[src/rtl/arb_pkg.sv]
// Shared encodings for the one-hot bus arbiter: state bit indices, one-hot
// state constants and owner codes.
package arb_pkg;

  localparam int STATE_W = 6;

  localparam int IDLE   = 0;
  localparam int CYCLEA = 1;
  localparam int CYCLEC = 2;
  localparam int MSTRA  = 3;
  localparam int MSTRB  = 4;
  localparam int MSTRC  = 5;

  localparam logic [STATE_W-1:0] S_IDLE   = 6'b000001;
  localparam logic [STATE_W-1:0] S_CYCLEA = 6'b000010;
  localparam logic [STATE_W-1:0] S_CYCLEC = 6'b000100;

  localparam logic [1:0] OWN_A    = 2'd0;
  localparam logic [1:0] OWN_B    = 2'd1;
  localparam logic [1:0] OWN_C    = 2'd2;
  localparam logic [1:0] OWN_NONE = 2'd3;

endpackage

[src/rtl/rr_pick3.sv]
// Combinational round-robin picker for three active-high requests; the search
// starts at the master after 'last'.
module rr_pick3
  import arb_pkg::*;
(
  input  logic [2:0] req,
  input  logic [1:0] last,
  output logic [2:0] win,
  output logic       any
);

  always_comb begin
    win = 3'b000;
    any = |req;
    case (last)
      OWN_A:   win = req[1] ? 3'b010 : req[2] ? 3'b100 : req[0] ? 3'b001 : 3'b000;
      OWN_B:   win = req[2] ? 3'b100 : req[0] ? 3'b001 : req[1] ? 3'b010 : 3'b000;
      default: win = req[0] ? 3'b001 : req[1] ? 3'b010 : req[2] ? 3'b100 : 3'b000;
    endcase
  end

endmodule

[src/rtl/onehot_bus_arbiter.sv]
// Registered one-hot arbiter sharing one bus among masters A/B/C; each tenure
// runs arbitrate (CYCLEC), grant (MSTRx), turnaround (CYCLEA).
module onehot_bus_arbiter
  import arb_pkg::*;
#(
  parameter int MAX_HOLD = 16,
  parameter int CNT_W    = 8
) (
  input  logic               clk,
  input  logic               rst_n,
  input  logic               nREQA,
  input  logic               nREQB,
  input  logic               nREQC,
  input  logic               done,
  output logic [2:0]         gnt_n,
  output logic [STATE_W-1:0] state,
  output logic [1:0]         owner,
  output logic               timeout
);

  localparam bit               LIMIT_EN = (MAX_HOLD != 0);
  localparam logic [CNT_W-1:0] LIMIT    = CNT_W'(LIMIT_EN ? MAX_HOLD - 1 : 0);

  logic [STATE_W-1:0] r_state;
  logic [2:0]         r_gnt_n;
  logic [1:0]         r_owner;
  logic               r_timeout;
  logic [CNT_W-1:0]   r_count;
  logic [1:0]         r_last;

  logic [2:0]         w_req;
  logic [2:0]         w_win;
  logic               w_any;
  logic               w_onehot;
  logic               w_inMstr;
  logic               w_ownReq;
  logic               w_others;
  logic               w_limit;
  logic               w_exit;
  logic [STATE_W-1:0] w_next;

  assign w_req = ~{nREQC, nREQB, nREQA};

  rr_pick3 u_pick (
    .req  (w_req),
    .last (r_last),
    .win  (w_win),
    .any  (w_any)
  );

  assign w_onehot = (r_state != '0) && ((r_state & (r_state - 1'b1)) == '0);
  assign w_inMstr = |r_state[MSTRC:MSTRA];
  assign w_ownReq = (r_state[MSTRA] & w_req[0]) | (r_state[MSTRB] & w_req[1])
                  | (r_state[MSTRC] & w_req[2]);
  assign w_others = (r_state[MSTRA] & (w_req[1] | w_req[2]))
                  | (r_state[MSTRB] & (w_req[0] | w_req[2]))
                  | (r_state[MSTRC] & (w_req[0] | w_req[1]));
  assign w_limit  = LIMIT_EN && (r_count == LIMIT) && w_others;
  assign w_exit   = w_onehot && w_inMstr && (done || !w_ownReq || w_limit);

  // The winner vector lines up with the MSTRA..MSTRC bits, so it drops straight in.
  always_comb begin
    w_next = S_IDLE;
    if (w_onehot) begin
      if (r_state[IDLE] || r_state[CYCLEA]) begin
        w_next = w_any ? S_CYCLEC : S_IDLE;
      end else if (r_state[CYCLEC]) begin
        w_next = w_any ? {w_win, 3'b000} : S_IDLE;
      end else begin
        w_next = w_exit ? S_CYCLEA : r_state;
      end
    end
  end

  always_ff @(posedge clk or negedge rst_n) begin
    if (!rst_n) begin
      r_state   <= S_IDLE;
      r_gnt_n   <= 3'b111;
      r_owner   <= OWN_NONE;
      r_timeout <= 1'b0;
      r_count   <= '0;
      r_last    <= OWN_C;
    end else begin
      r_state   <= w_next;
      r_gnt_n   <= ~w_next[MSTRC:MSTRA];
      r_owner   <= w_next[MSTRA] ? OWN_A :
                   w_next[MSTRB] ? OWN_B :
                   w_next[MSTRC] ? OWN_C : OWN_NONE;
      r_timeout <= w_exit && w_limit && !done && w_ownReq;
      if (!w_inMstr) begin
        r_count <= '0;
      end else if (r_count != '1) begin
        r_count <= r_count + 1'b1;
      end
      if (w_exit) begin
        r_last <= r_owner;
      end
    end
  end

  assign gnt_n   = r_gnt_n;
  assign state   = r_state;
  assign owner   = r_owner;
  assign timeout = r_timeout;

endmodule

[config.mk]
export PLATFORM = sky130hd
export DESIGN_NAME = onehot_bus_arbiter
export DESIGN_NICKNAME = d
export VERILOG_FILES = /design/src/rtl/arb_pkg.sv /design/src/rtl/rr_pick3.sv /design/src/rtl/onehot_bus_arbiter.sv
export SDC_FILE = /design/constraint.sdc
export NUM_CORES = 1
export LEC_CHECK = 0
export ABC_CLOCK_PERIOD_IN_PS = 2300
export BUFFER_PORTS_ARGS = -buffer_cell sky130_fd_sc_hd__buf_2
export CORE_MARGIN = 2
export CORE_UTILIZATION = 55
export CTS_BUF_LIST = sky130_fd_sc_hd__clkbuf_4 sky130_fd_sc_hd__clkbuf_8
export CTS_CLUSTER_DIAMETER = 200
export DETAILED_ROUTE_END_ITERATION = 8
export PLACE_DENSITY = 0.77
export SETUP_SLACK_MARGIN = 0.15
export SLEW_MARGIN = 40
export SYNTH_ARGS = -nofsm -noshare
export SYNTH_HDL_FRONTEND = slang
export SYNTH_SLANG_ARGS = --single-unit
[constraint.sdc]
create_clock -name clk -period 2.3 [get_ports clk]
set_clock_uncertainty 0.1 [all_clocks]
set_input_delay 0.23 -clock clk [delete_from_list [all_inputs] [get_ports clk]]
set_output_delay 0.23 -clock clk [all_outputs]
set_load 0.01 [all_outputs]
==> impl_results.md <==
* H-tree depth at 1
* Number of global-route vias before repair at 1060
* Commonest non-fill, non-tap cell in the layout: buf_2
* Pin count of the biggest net entering global routing at 23
* Ys async rst share at 100%
* Diodes inserted at 0
* Clock buffer depth at 2
* Critical Path Sink Type: flip-flop
* Root Driver: clkbuf_4
* Drt initial violations at 42
* CP max FO at 9
* Min-delay src: nREQA
* Startpoint of the worst register-to-register path: r_count[4]
* F_max at 0.494 GHz
* CP Class: flip-flop to flip-flop
* Post-detail-place hpwl at 1940 um
* Non-Filler Cell Area, Final at 0.00143 mm2
* Global-route wire length before repair at 4800 um
* IO buf count at 17
* Number of routed nets with antenna violations at 0
* RePlAce Congestion at 0.809
* Pleak at 0.000609 uW
* DRC errors left at 0
* Cells after Synth at 129
* R2R setup slack at 0.28 ns
* Max-slew violations at 0
* Proportion of layout cells with a drive suffix above 1 at 27.2%
* Chip height at 52.1 um
* # nets final at 155
* Chip width at 52.1 um
* Core area at 0.00219 mm2
* Critical path's largest stage delay at 0.55 ns
* Drt pass-1 iters at 4
* Most frequent cells in the layout: 17 x buf_2, 15 x dfrtp_1, 10 x nor2_1
* YS warnings at 0
* Number of synthesized flops with an enable pin at 0
* Worst slew margin at 67.0%
* GRT Resource Usage Total at 24.0%
* CTS Buf Count at 3
* Worst reg2reg path depth at 4
* Hold Path Stages at 3
* Sw Pwr at 589 uW
* TritonCTS clock tree: yes
* Startpoint types: flip-flop
* Util after Layout at 65.0%
* Synth cell types at 45
* Pwr dens at 998 mW/mm2
* Clock group share of total power at 14.9%
* DP Area at 0.00138 mm2
* Hold EP: state[0]
* Final setup viols at 0
* Outcome: finished, final reports clean
* Post-route setup TNS at 0 ns
* Total gr overflow at 0
* Syn_nets at 136
* Total I/O pin count at 18
* Post_cts resized at 0
* Top FF cell, synth: dfrtp_1
* Fin. Hold Viols at 0
* Initial antenna violation count at 0
* Max_cap viols at 0
* Clock sinks at 22
* Reg-to-reg endpoint: state[4]
* Detailed Route WL at 2790 um
* Seq/Total Area, Yosys at 43.9%
* Synthesized area at 0.00127 mm2
* Slew @ Worst Pin at 0.483 ns
* Hold Path Class: primary input to flip-flop
* RSZ-0062 raised after global routing: no
* Mean Syn Cell Area at 9.87 um2
* Post-synthesis register bit count at 22
* Via count at 1129
* Combinational power share at 41.6%
* Avg Vias per Cell at 6.45
* CTS clk-pin slew, worst paths at 0.12 ns
* WP data required at 2.41 ns
* WL/cell at 16.0 um
* Starting Density at 58.1%
* Clk Latency, worst-skew pair at 0.31 ns
* Worst Path Arrival at 2.13 ns
* Flop pwr share at 43.5%
* Switching Share at 41.4%
* Min Tclk post-route at 2.02 ns
* Row count at 17
* Maximum vdd drop at 0.809 mV
* Slowest CP cell: or4_4
* Total Die Area at 0.00272 mm2
* P_int at 833 uW
* Period utilisation layout at 88.0%
* Area Overhead vs Synth at 11.9%
* Cell Chain, Critical Path: or4_4 -> a311oi_4 -> a21oi_4 -> o2111a_1
synth_stat cells, types with 3 or more instances:
cell type  instances  area share, %
dfstp_2            7             14
nor3_1             5            2.0
o2111ai_1          4            2.8
clkbuf_1           4            1.2
nand2_1            4            1.2
xnor2_1            3            2.1
a21oi_1            3            1.2
inv_1              7            2.1
nor2_1            10            2.9
o21ai_0            7            2.8
dfrtp_1           15             29
nand3_1            9            3.5
nand2b_1           5            2.5
a211oi_1           3            1.8
a31oi_1            5            2.5
worst max-delay path, delay by kind of cell, from the launching register on:
family	cells	cell delay (ns)
AO/OA/AOI/OAI	3	0.80
AND/OR/NAND/NOR	1	0.55
flip-flops	1	0.47
power by group through the flow:
stage	Combinational (uW)	Sequential [uW]	Clock [uW]
floorplan	423	608	0
global placement	575	615	0
detailed placement	585	620	0
CTS	588	613	221
global route	667	630	234
finish	592	619	212
metrics by stage:
step	total power [uW]	instances	hold slack, ns	setup WS [ns]
floorplan	1030	129	-0.166	0.366
global placement	1190	170	0.119	0.277
finish	1420	175	0.152	0.276
CTS	1420	175	0.122	0.212
detailed placement	1200	170	0.120	0.226
global route	1530	175	0.163	0.170
worst max-delay path by stage:
stage	startpoint	to	slack, ns
3_5_place_dp	r_count[4]	state[4]	0.23
2_1_floorplan	r_count[4]	state[4]	0.37
5_1_grt	state[4]	state[2]	0.17
3_3_place_gp	r_count[4]	state[4]	0.28
4_1_cts	r_count[4]	state[4]	0.21
6_report	r_count[4]	state[4]	0.28
routing by layer:
metal / vias to the layer above / track usage [%] / routed length, um
met5: - / 0 / 0
met4: 0 / 10.1 / 44
met3: 5 / 3.74 / 137
met2: 34 / 39.2 / 1400
met1: 553 / 31.5 / 1210
li1: 537 / - / -
logic make-up after synthesis:
group | share of synthesized area, %
mux | 1.67
simple gates | 18.2
buf+inv | 3.24
flops | 43.9
fa+ha+maj | 0.982
xor+xnor | 2.75
compound gates | 29.3
flip-flops by register name, indices dropped and copies added, names as in the netlist:
register and cells:
timeout 1, r_count 8, owner 2, gnt_n 3, r_last 2, state 6
what timing repair did:
action	in CTS	in global routing
endpoints found under the hold margin	15	0
setup endpoints to repair	0	4
hold buffers	1	0
setup buffers	0	0
cell type report:
class                   instances  area, um2
multi-input cells              96        673
fillers                       188        766
repair buffers                 18       95.1
clock buffers                   4       36.3
inverters                       7       26.3
well taps                      28       35.0
flip-flops and latches         22        559
(Power assumes the default switching activity.)
